**src/rtl/operand_gen_pipe_if.sv**
```systemverilog
// Bus between the ID-stage operand generator and its neighbours: decode inputs,
// forwarding ports, and the valid/ready handshakes on both sides.
interface operand_gen_pipe_if #(
    parameter int DATA_WIDTH  = 32,
    parameter int ADDR_WIDTH  = 32,
    parameter int FWD_PORTS   = 2,
    parameter int STALL_CNT_W = 8
);
    logic                          in_valid;
    logic                          in_ready;
    logic [ADDR_WIDTH-1:0]         addr;
    logic [5:0]                    op;
    logic [5:0]                    funct;
    logic [15:0]                   imm;
    logic [4:0]                    rs_addr;
    logic [4:0]                    rt_addr;
    logic [DATA_WIDTH-1:0]         reg_data_1;
    logic [DATA_WIDTH-1:0]         reg_data_2;
    logic [FWD_PORTS-1:0]          fwd_en;
    logic [5*FWD_PORTS-1:0]        fwd_addr;
    logic [DATA_WIDTH*FWD_PORTS-1:0] fwd_data;
    logic [FWD_PORTS-1:0]          fwd_pending;
    logic                          flush;
    logic                          out_valid;
    logic                          out_ready;
    logic [DATA_WIDTH-1:0]         operand_1;
    logic [DATA_WIDTH-1:0]         operand_2;
    logic                          stall_req;
    logic [STALL_CNT_W-1:0]        stall_cycles;

    modport master (
        output in_valid, addr, op, funct, imm, rs_addr, rt_addr,
               reg_data_1, reg_data_2, fwd_en, fwd_addr, fwd_data, fwd_pending,
               flush, out_ready,
        input  in_ready, out_valid, operand_1, operand_2, stall_req, stall_cycles
    );

    modport slave (
        input  in_valid, addr, op, funct, imm, rs_addr, rt_addr,
               reg_data_1, reg_data_2, fwd_en, fwd_addr, fwd_data, fwd_pending,
               flush, out_ready,
        output in_ready, out_valid, operand_1, operand_2, stall_req, stall_cycles
    );
endinterface

```
**src/rtl/operand_gen_pipe.sv**
```systemverilog
// ID-stage operand generator: decode-driven operand select, forwarding with
// load-use hazard detection, and a single-entry valid/ready ID/EX register.
module operand_gen_pipe #(
    parameter int DATA_WIDTH  = 32,
    parameter int ADDR_WIDTH  = 32,
    parameter int LINK_OFFSET = 8,
    parameter int FWD_PORTS   = 2,
    parameter int STALL_CNT_W = 8
) (
    input  logic              clk,
    input  logic              rst,
    operand_gen_pipe_if.slave bus
);
    localparam logic [5:0] OP_SPECIAL = 6'h00;
    localparam logic [5:0] OP_JAL     = 6'h03;
    localparam logic [5:0] OP_ADDI    = 6'h08;
    localparam logic [5:0] OP_ADDIU   = 6'h09;
    localparam logic [5:0] OP_ANDI    = 6'h0C;
    localparam logic [5:0] OP_ORI     = 6'h0D;
    localparam logic [5:0] OP_LUI     = 6'h0F;
    localparam logic [5:0] OP_LB      = 6'h20;
    localparam logic [5:0] OP_LW      = 6'h23;
    localparam logic [5:0] OP_LBU     = 6'h24;
    localparam logic [5:0] OP_SB      = 6'h28;
    localparam logic [5:0] OP_SW      = 6'h2B;
    localparam logic [5:0] FN_JALR    = 6'h09;

    typedef enum logic [1:0] {SEL1_ZERO, SEL1_SRC, SEL1_LINK} sel1_e;
    typedef enum logic [2:0] {SEL2_ZERO, SEL2_SRC, SEL2_SEXT, SEL2_ZEXT, SEL2_LUI} sel2_e;

    sel1_e                  w_sel1;
    sel2_e                  w_sel2;
    logic [ADDR_WIDTH-1:0]  w_link_addr;
    logic [DATA_WIDTH-1:0]  w_link;
    logic [DATA_WIDTH-1:0]  w_src1;
    logic [DATA_WIDTH-1:0]  w_src2;
    logic                   w_pend1;
    logic                   w_pend2;
    logic                   w_stall;
    logic                   w_in_ready;
    logic                   w_accept;
    logic [DATA_WIDTH-1:0]  w_op1;
    logic [DATA_WIDTH-1:0]  w_op2;

    logic                   r_valid;
    logic [DATA_WIDTH-1:0]  r_op1;
    logic [DATA_WIDTH-1:0]  r_op2;
    logic [STALL_CNT_W-1:0] r_stall_cnt;

    always_comb begin
        w_sel1 = SEL1_ZERO;
        w_sel2 = SEL2_ZERO;
        case (bus.op)
            OP_SPECIAL: begin
                if (bus.funct == FN_JALR) begin
                    w_sel1 = SEL1_LINK;
                end else begin
                    w_sel1 = SEL1_SRC;
                    w_sel2 = SEL2_SRC;
                end
            end
            OP_JAL: w_sel1 = SEL1_LINK;
            OP_ADDI, OP_ADDIU, OP_LB, OP_LW, OP_LBU, OP_SB, OP_SW: begin
                w_sel1 = SEL1_SRC;
                w_sel2 = SEL2_SEXT;
            end
            OP_LUI: begin
                w_sel1 = SEL1_SRC;
                w_sel2 = SEL2_LUI;
            end
            OP_ANDI, OP_ORI: begin
                w_sel1 = SEL1_SRC;
                w_sel2 = SEL2_ZEXT;
            end
            default: ;
        endcase
    end

    // Scan from the oldest port down so the youngest matching port wins.
    always_comb begin
        w_src1  = bus.reg_data_1;
        w_src2  = bus.reg_data_2;
        w_pend1 = 1'b0;
        w_pend2 = 1'b0;
        for (int i = FWD_PORTS - 1; i >= 0; i--) begin
            if (bus.fwd_en[i] && (bus.rs_addr != 5'd0) && (bus.fwd_addr[5*i +: 5] == bus.rs_addr)) begin
                w_src1  = bus.fwd_data[DATA_WIDTH*i +: DATA_WIDTH];
                w_pend1 = bus.fwd_pending[i];
            end
            if (bus.fwd_en[i] && (bus.rt_addr != 5'd0) && (bus.fwd_addr[5*i +: 5] == bus.rt_addr)) begin
                w_src2  = bus.fwd_data[DATA_WIDTH*i +: DATA_WIDTH];
                w_pend2 = bus.fwd_pending[i];
            end
        end
    end

    assign w_link_addr = bus.addr + ADDR_WIDTH'(LINK_OFFSET);
    assign w_link      = DATA_WIDTH'(w_link_addr);

    always_comb begin
        w_op1 = '0;
        w_op2 = '0;
        case (w_sel1)
            SEL1_SRC:  w_op1 = w_src1;
            SEL1_LINK: w_op1 = w_link;
            default:   w_op1 = '0;
        endcase
        case (w_sel2)
            SEL2_SRC:  w_op2 = w_src2;
            SEL2_SEXT: w_op2 = DATA_WIDTH'($signed(bus.imm));
            SEL2_ZEXT: w_op2 = DATA_WIDTH'(bus.imm);
            SEL2_LUI:  w_op2 = DATA_WIDTH'({bus.imm, 16'h0000});
            default:   w_op2 = '0;
        endcase
    end

    assign w_stall    = bus.in_valid && !bus.flush &&
                        (((w_sel1 == SEL1_SRC) && w_pend1) || ((w_sel2 == SEL2_SRC) && w_pend2));
    assign w_in_ready = !w_stall && (!r_valid || bus.out_ready);
    assign w_accept   = bus.in_valid && w_in_ready && !bus.flush;

    always_ff @(posedge clk) begin
        if (rst) begin
            r_valid     <= 1'b0;
            r_op1       <= '0;
            r_op2       <= '0;
            r_stall_cnt <= '0;
        end else begin
            if (w_stall && (r_stall_cnt != '1)) begin
                r_stall_cnt <= r_stall_cnt + STALL_CNT_W'(1);
            end
            // Flush kills the held entry but leaves the operand registers untouched.
            if (bus.flush) begin
                r_valid <= 1'b0;
            end else if (w_accept) begin
                r_valid <= 1'b1;
                r_op1   <= w_op1;
                r_op2   <= w_op2;
            end else if (bus.out_ready) begin
                r_valid <= 1'b0;
            end
        end
    end

    assign bus.in_ready     = w_in_ready;
    assign bus.stall_req    = w_stall;
    assign bus.out_valid    = r_valid;
    assign bus.operand_1    = r_op1;
    assign bus.operand_2    = r_op2;
    assign bus.stall_cycles = r_stall_cnt;
endmodule
```
**src/flat_wrapper.sv**
```systemverilog
// flat-port wrapper written by rule: the top's interface ports become plain ports
module operand_gen_pipe_flat 
#(
    parameter int DATA_WIDTH  = 32,
    parameter int ADDR_WIDTH  = 32,
    parameter int LINK_OFFSET = 8,
    parameter int FWD_PORTS   = 2,
    parameter int STALL_CNT_W = 8
)
  (clk, rst, bus_in_valid, bus_addr, bus_op, bus_funct, bus_imm, bus_rs_addr, bus_rt_addr, bus_reg_data_1, bus_reg_data_2, bus_fwd_en, bus_fwd_addr, bus_fwd_data, bus_fwd_pending, bus_flush, bus_out_ready, bus_in_ready, bus_out_valid, bus_operand_1, bus_operand_2, bus_stall_req, bus_stall_cycles);
  operand_gen_pipe_if #(.DATA_WIDTH(DATA_WIDTH), .ADDR_WIDTH(ADDR_WIDTH), .FWD_PORTS(FWD_PORTS), .STALL_CNT_W(STALL_CNT_W)) bus_i ();
  input  logic clk;
  input  logic rst;
  input wire logic [$bits(bus_i.in_valid)-1:0] bus_in_valid;
  input wire logic [$bits(bus_i.addr)-1:0] bus_addr;
  input wire logic [$bits(bus_i.op)-1:0] bus_op;
  input wire logic [$bits(bus_i.funct)-1:0] bus_funct;
  input wire logic [$bits(bus_i.imm)-1:0] bus_imm;
  input wire logic [$bits(bus_i.rs_addr)-1:0] bus_rs_addr;
  input wire logic [$bits(bus_i.rt_addr)-1:0] bus_rt_addr;
  input wire logic [$bits(bus_i.reg_data_1)-1:0] bus_reg_data_1;
  input wire logic [$bits(bus_i.reg_data_2)-1:0] bus_reg_data_2;
  input wire logic [$bits(bus_i.fwd_en)-1:0] bus_fwd_en;
  input wire logic [$bits(bus_i.fwd_addr)-1:0] bus_fwd_addr;
  input wire logic [$bits(bus_i.fwd_data)-1:0] bus_fwd_data;
  input wire logic [$bits(bus_i.fwd_pending)-1:0] bus_fwd_pending;
  input wire logic [$bits(bus_i.flush)-1:0] bus_flush;
  input wire logic [$bits(bus_i.out_ready)-1:0] bus_out_ready;
  output wire logic [$bits(bus_i.in_ready)-1:0] bus_in_ready;
  output wire logic [$bits(bus_i.out_valid)-1:0] bus_out_valid;
  output wire logic [$bits(bus_i.operand_1)-1:0] bus_operand_1;
  output wire logic [$bits(bus_i.operand_2)-1:0] bus_operand_2;
  output wire logic [$bits(bus_i.stall_req)-1:0] bus_stall_req;
  output wire logic [$bits(bus_i.stall_cycles)-1:0] bus_stall_cycles;
  assign bus_i.in_valid = bus_in_valid;
  assign bus_i.addr = bus_addr;
  assign bus_i.op = bus_op;
  assign bus_i.funct = bus_funct;
  assign bus_i.imm = bus_imm;
  assign bus_i.rs_addr = bus_rs_addr;
  assign bus_i.rt_addr = bus_rt_addr;
  assign bus_i.reg_data_1 = bus_reg_data_1;
  assign bus_i.reg_data_2 = bus_reg_data_2;
  assign bus_i.fwd_en = bus_fwd_en;
  assign bus_i.fwd_addr = bus_fwd_addr;
  assign bus_i.fwd_data = bus_fwd_data;
  assign bus_i.fwd_pending = bus_fwd_pending;
  assign bus_i.flush = bus_flush;
  assign bus_i.out_ready = bus_out_ready;
  assign bus_in_ready = bus_i.in_ready;
  assign bus_out_valid = bus_i.out_valid;
  assign bus_operand_1 = bus_i.operand_1;
  assign bus_operand_2 = bus_i.operand_2;
  assign bus_stall_req = bus_i.stall_req;
  assign bus_stall_cycles = bus_i.stall_cycles;
  operand_gen_pipe #(.DATA_WIDTH(DATA_WIDTH), .ADDR_WIDTH(ADDR_WIDTH), .LINK_OFFSET(LINK_OFFSET), .FWD_PORTS(FWD_PORTS), .STALL_CNT_W(STALL_CNT_W)) u_core (.clk(clk), .rst(rst), .bus(bus_i));
endmodule
```
**config.mk**
```make
export PLATFORM = sky130hd
export DESIGN_NAME = operand_gen_pipe_flat
export DESIGN_NICKNAME = d
export VERILOG_FILES = /design/src/rtl/operand_gen_pipe_if.sv /design/src/rtl/operand_gen_pipe.sv /design/src/flat_wrapper.sv
export SDC_FILE = /design/constraint.sdc
export NUM_CORES = 1
export LEC_CHECK = 0
export CAP_MARGIN = 10
export CORE_ASPECT_RATIO = 1.5
export CORE_MARGIN = 5
export CORE_UTILIZATION = 37
export CTS_CLUSTER_DIAMETER = 100
export DETAILED_ROUTE_END_ITERATION = 16
export PLACE_DENSITY = 0.78
export SLEW_MARGIN = 10
export SYNTH_ARGS = -nofsm -noshare
export SYNTH_HDL_FRONTEND = slang
export SYNTH_SLANG_ARGS = --single-unit
```
**constraint.sdc**
```tcl
create_clock -name clk -period 3.3 [get_ports clk]
set_input_delay 0.495 -clock clk [delete_from_list [all_inputs] [get_ports clk]]
set_output_delay 0.495 -clock clk [all_outputs]
set_load 0.1 [all_outputs]
```
==> results.yml <==
place:
  post-place-ws_ps: 24.3
  routabilityCongestion: 0.968
  place_inst: 1191
  io_buffers: 291
  dp_hpwl_um: 21700
timing:
  slew_viol_final: 0
  tightest_slew_ps: 1040
  fin_skew_ps: 7.01
  worst_slack_ps: 92.3
  hold_viol_final: 0
  rsz0062_at_grt: "no"
  max-slew-margin-rel_pct: 30.3
  finalCriticalPeriod_ps: 3210
  setup_viol: 0
  whs_ps: 465
  finalCritPeriodShare_pct: 97.2
  fmax_mhz: 312
worst_setup_path:
  crit_fanout: 3
  cpPeakStageDelay_ps: 550
  path_buf_inv: 2
  crit_arrival_ps: 2710
  rrSetupSlack_ps: 1430
  critPathLaunchType: "primary input"
  worst-setup-path-type: "in -> out"
  path_cells: "clkdlybuf4s50_1 -> xnor2_1 -> nand4_1 -> or3_2 -> mux2i_2 -> o22a_1 -> nor2_4 -> nor2_4 -> buf_12"
  slowest_stage: "clkdlybuf4s50_1"
  crit_family: "simple AND/OR/NAND/NOR gates"
  cp_common_cell: "nor2_4"
  required_ps: 2800
  cp-end-kind: "primary output"
synth:
  synth-seq-cells: 73
  synthFlopType: "dfxtp_1"
  async_flop_share_pct: 0
  synth_fp_nets: 950
  synth_cell_type_count: 53
  yosys_warnings: 0
  ys_seq_area_share_pct: 25.7
  avgSynthCellArea_um2: 7.81
  synthesis.area_mm2: 0.00569
  synth-edff-count: 0
  netlist_instances: 729
detailed_routing:
  wl_per_cell_um: 22.4
  wl_um: 27200
  drc_errors: 0
  vias: 7092
  first_pass_iters: 7
  viasPerCell: 5.85
  ant_nets: 0
  drtIter0Drc: 539
power_and_ir_drop:
  combPwrFrac_pct: 32.7
  intPower_uw: 2060
  sw_frac_of_total_pct: 32.1
  switchingPower_uw: 972
  peakVddDrop_v: 0.000204
  clockPowerShare_pct: 36.8
  p_leak_uw: 0.00337
  power_frac_seq_pct: 30.6
  p_per_area_mw_per_mm2: 326
clocking:
  cts.sink_count: 73
  cts-buffers-inserted: 9
  worstSkewPairLatency_ps: 330
  clk_pin_slew_ps: 60
  htreeDepth: 3
  cts.path.max_buffers: 2
  tritoncts: "yes"
  root_buffer: "clkbuf_16"
grt:
  grt_max_degree: 63
  grt_usage_pct: 28.6
  grt_pass1_vias: 6961
  antenna_found_initial: 3
  grt_first_pass_wirelength_um: 40600
  grt_overflow: 0
die:
  rows: 55
  start_util_pct: 37.6
  core-area_mm2: 0.0151
  ioPinCount: 292
  die-height_um: 162
  dieWidth_um: 111
  dieArea_mm2: 0.0180
job:
  cap_violations: 0
final_layout:
  final_util_pct: 61.4
  layout.cells.non_filler: 1212
  drive_gt1_share_pct: 11.0
  area_growth_pct: 63.2
  final_nets: 1225
min_path:
  hp-class: "reg -> reg"
status:
  status: "finished clean"
-- through the flow --
stage | power, µW | setup TNS (ps) | area (µm²)
6_report | 3030 | 0 | 9300
5_1_grt | 3130 | 0 | 9290
4_1_cts | 3040 | 0 | 9270
3_5_place_dp | 1920 | 0 | 8940
3_3_place_gp | 1920 | 0 | 8940
2_1_floorplan | 1450 | -107 | 5750
-- layer usage --
| metal | part of all wire, % | global-route usage (%) | up-vias |
|---|---|---|---|
| li1 | - | - | 3328 |
| met1 | 40 | 36.1 | 3339 |
| met2 | 48 | 46.9 | 375 |
| met3 | 8.0 | 5.78 | 50 |
| met4 | 4.1 | 13.3 | 0 |
| met5 | 0 | 0 | - |
-- synth_stat cells, types with 3 or more instances --
library cell / instances / area [µm²]
mux2i_1: 10 / 100
nor2_1: 70 / 263
nand4_1: 10 / 62.6
a311oi_1: 6 / 52.6
buf_2: 18 / 90.1
buf_6: 3 / 33.8
a31oi_1: 19 / 119
dfxtp_1: 73 / 1460
nand3b_1: 32 / 240
nor3_1: 5 / 25.0
a21o_1: 15 / 113
o311a_1: 16 / 160
clkbuf_1: 41 / 154
nand2_1: 48 / 180
a221oi_1: 16 / 140
nand3_1: 28 / 140
o31ai_1: 31 / 233
and3_1: 10 / 62.6
or3_1: 9 / 56.3
o21ai_0: 47 / 235
a2bb2oi_1: 32 / 280
ha_1: 4 / 50.1
inv_1: 9 / 33.8
a211oi_2: 10 / 125
a311o_1: 6 / 60.1
a211oi_1: 16 / 120
xor2_1: 6 / 52.6
nor4_1: 4 / 25.0
a21oi_1: 38 / 190
a21boi_0: 18 / 135
and2_1: 8 / 50.1
xnor2_1: 42 / 368
-- power groups by stage --
| stage | combinational, µW | clock, µW | sequential [µW] |
|---|---|---|---|
| after floorplan | 309 | 0 | 1150 |
| after global placement | 975 | 0 | 944 |
| after detailed placement | 977 | 0 | 945 |
| after CTS | 983 | 1130 | 926 |
| after global routing | 1040 | 1160 | 928 |
| final | 991 | 1110 | 926 |
-- cells in the final DEF (no fill, tap or decap), drive strengths merged, types with 28 or more instances in the layout --
| cell | synthesis | final |
|---|---|---|
| nand2 | 48 | 48 |
| a21oi | 38 | 38 |
| clkdlybuf4s50 | 0 | 266 |
| nor2 | 71 | 71 |
| nand3 | 28 | 28 |
| o21ai | 47 | 47 |
| dfxtp | 73 | 73 |
| o31ai | 31 | 31 |
| xnor2 | 42 | 42 |
| nand3b | 32 | 32 |
| a2bb2oi | 32 | 32 |
| buf | 24 | 60 |
-- path summary, 6_finish.rpt --
kind	endpoint	from	depth (start not counted)
setup / recovery	bus_in_ready	bus_rs_addr[0]	9
hold / removal	u_core.bus.operand_1[5]	u_core.bus.operand_1[5]	2
setup reg to reg	u_core.bus.stall_cycles[5]	u_core.bus.stall_cycles[2]	7
hold reg to reg	u_core.bus.operand_1[5]	u_core.bus.operand_1[5]	2
-- worst register-to-register path, stage by stage, from the launching register on --
cell	delay [ps]
dfxtp_1	360
and3_1	190
and3_1	210
nand3_1	100
nand3_1	80
o22a_1	330
or3_1	390
a21oi_1	140
-- layout make-up --
type	count	area, µm²
Timing Repair Buffer	329	3240
Clock buffer	12	256
Clock inverter	4	73.8
Tap cell	199	249
Antenna cell	4	10.0
Sequential cell	73	1460
Multi-Input combinational cell	582	3970
Fill cell	1354	5840
Inverter	9	36.3
-- what timing repair did --
action / in CTS / in global routing
hold buffers: 0 / 0
setup buffers: 0 / 1
setup endpoints to repair: 0 / 2
gates resized for setup: 0 / 4
-- logic make-up after synthesis --
family / share of synthesized area (%)
DFF: 25.7
buffers and inverters: 5.74
AOI/OAI and AO/OA: 36.8
muxes: 2.44
xor gates and xnor gates: 7.38
adders and majority gates: 0.879
and+or+nand+nor: 21.1
-- state kept, by name (all words and copies together), names as in the netlist --
name / count
u_core.bus.operand_1: 32
u_core.bus.stall_cycles: 8
u_core.bus.out_valid: 1
u_core.bus.operand_2: 32
Power figures use the tool's default switching activity.
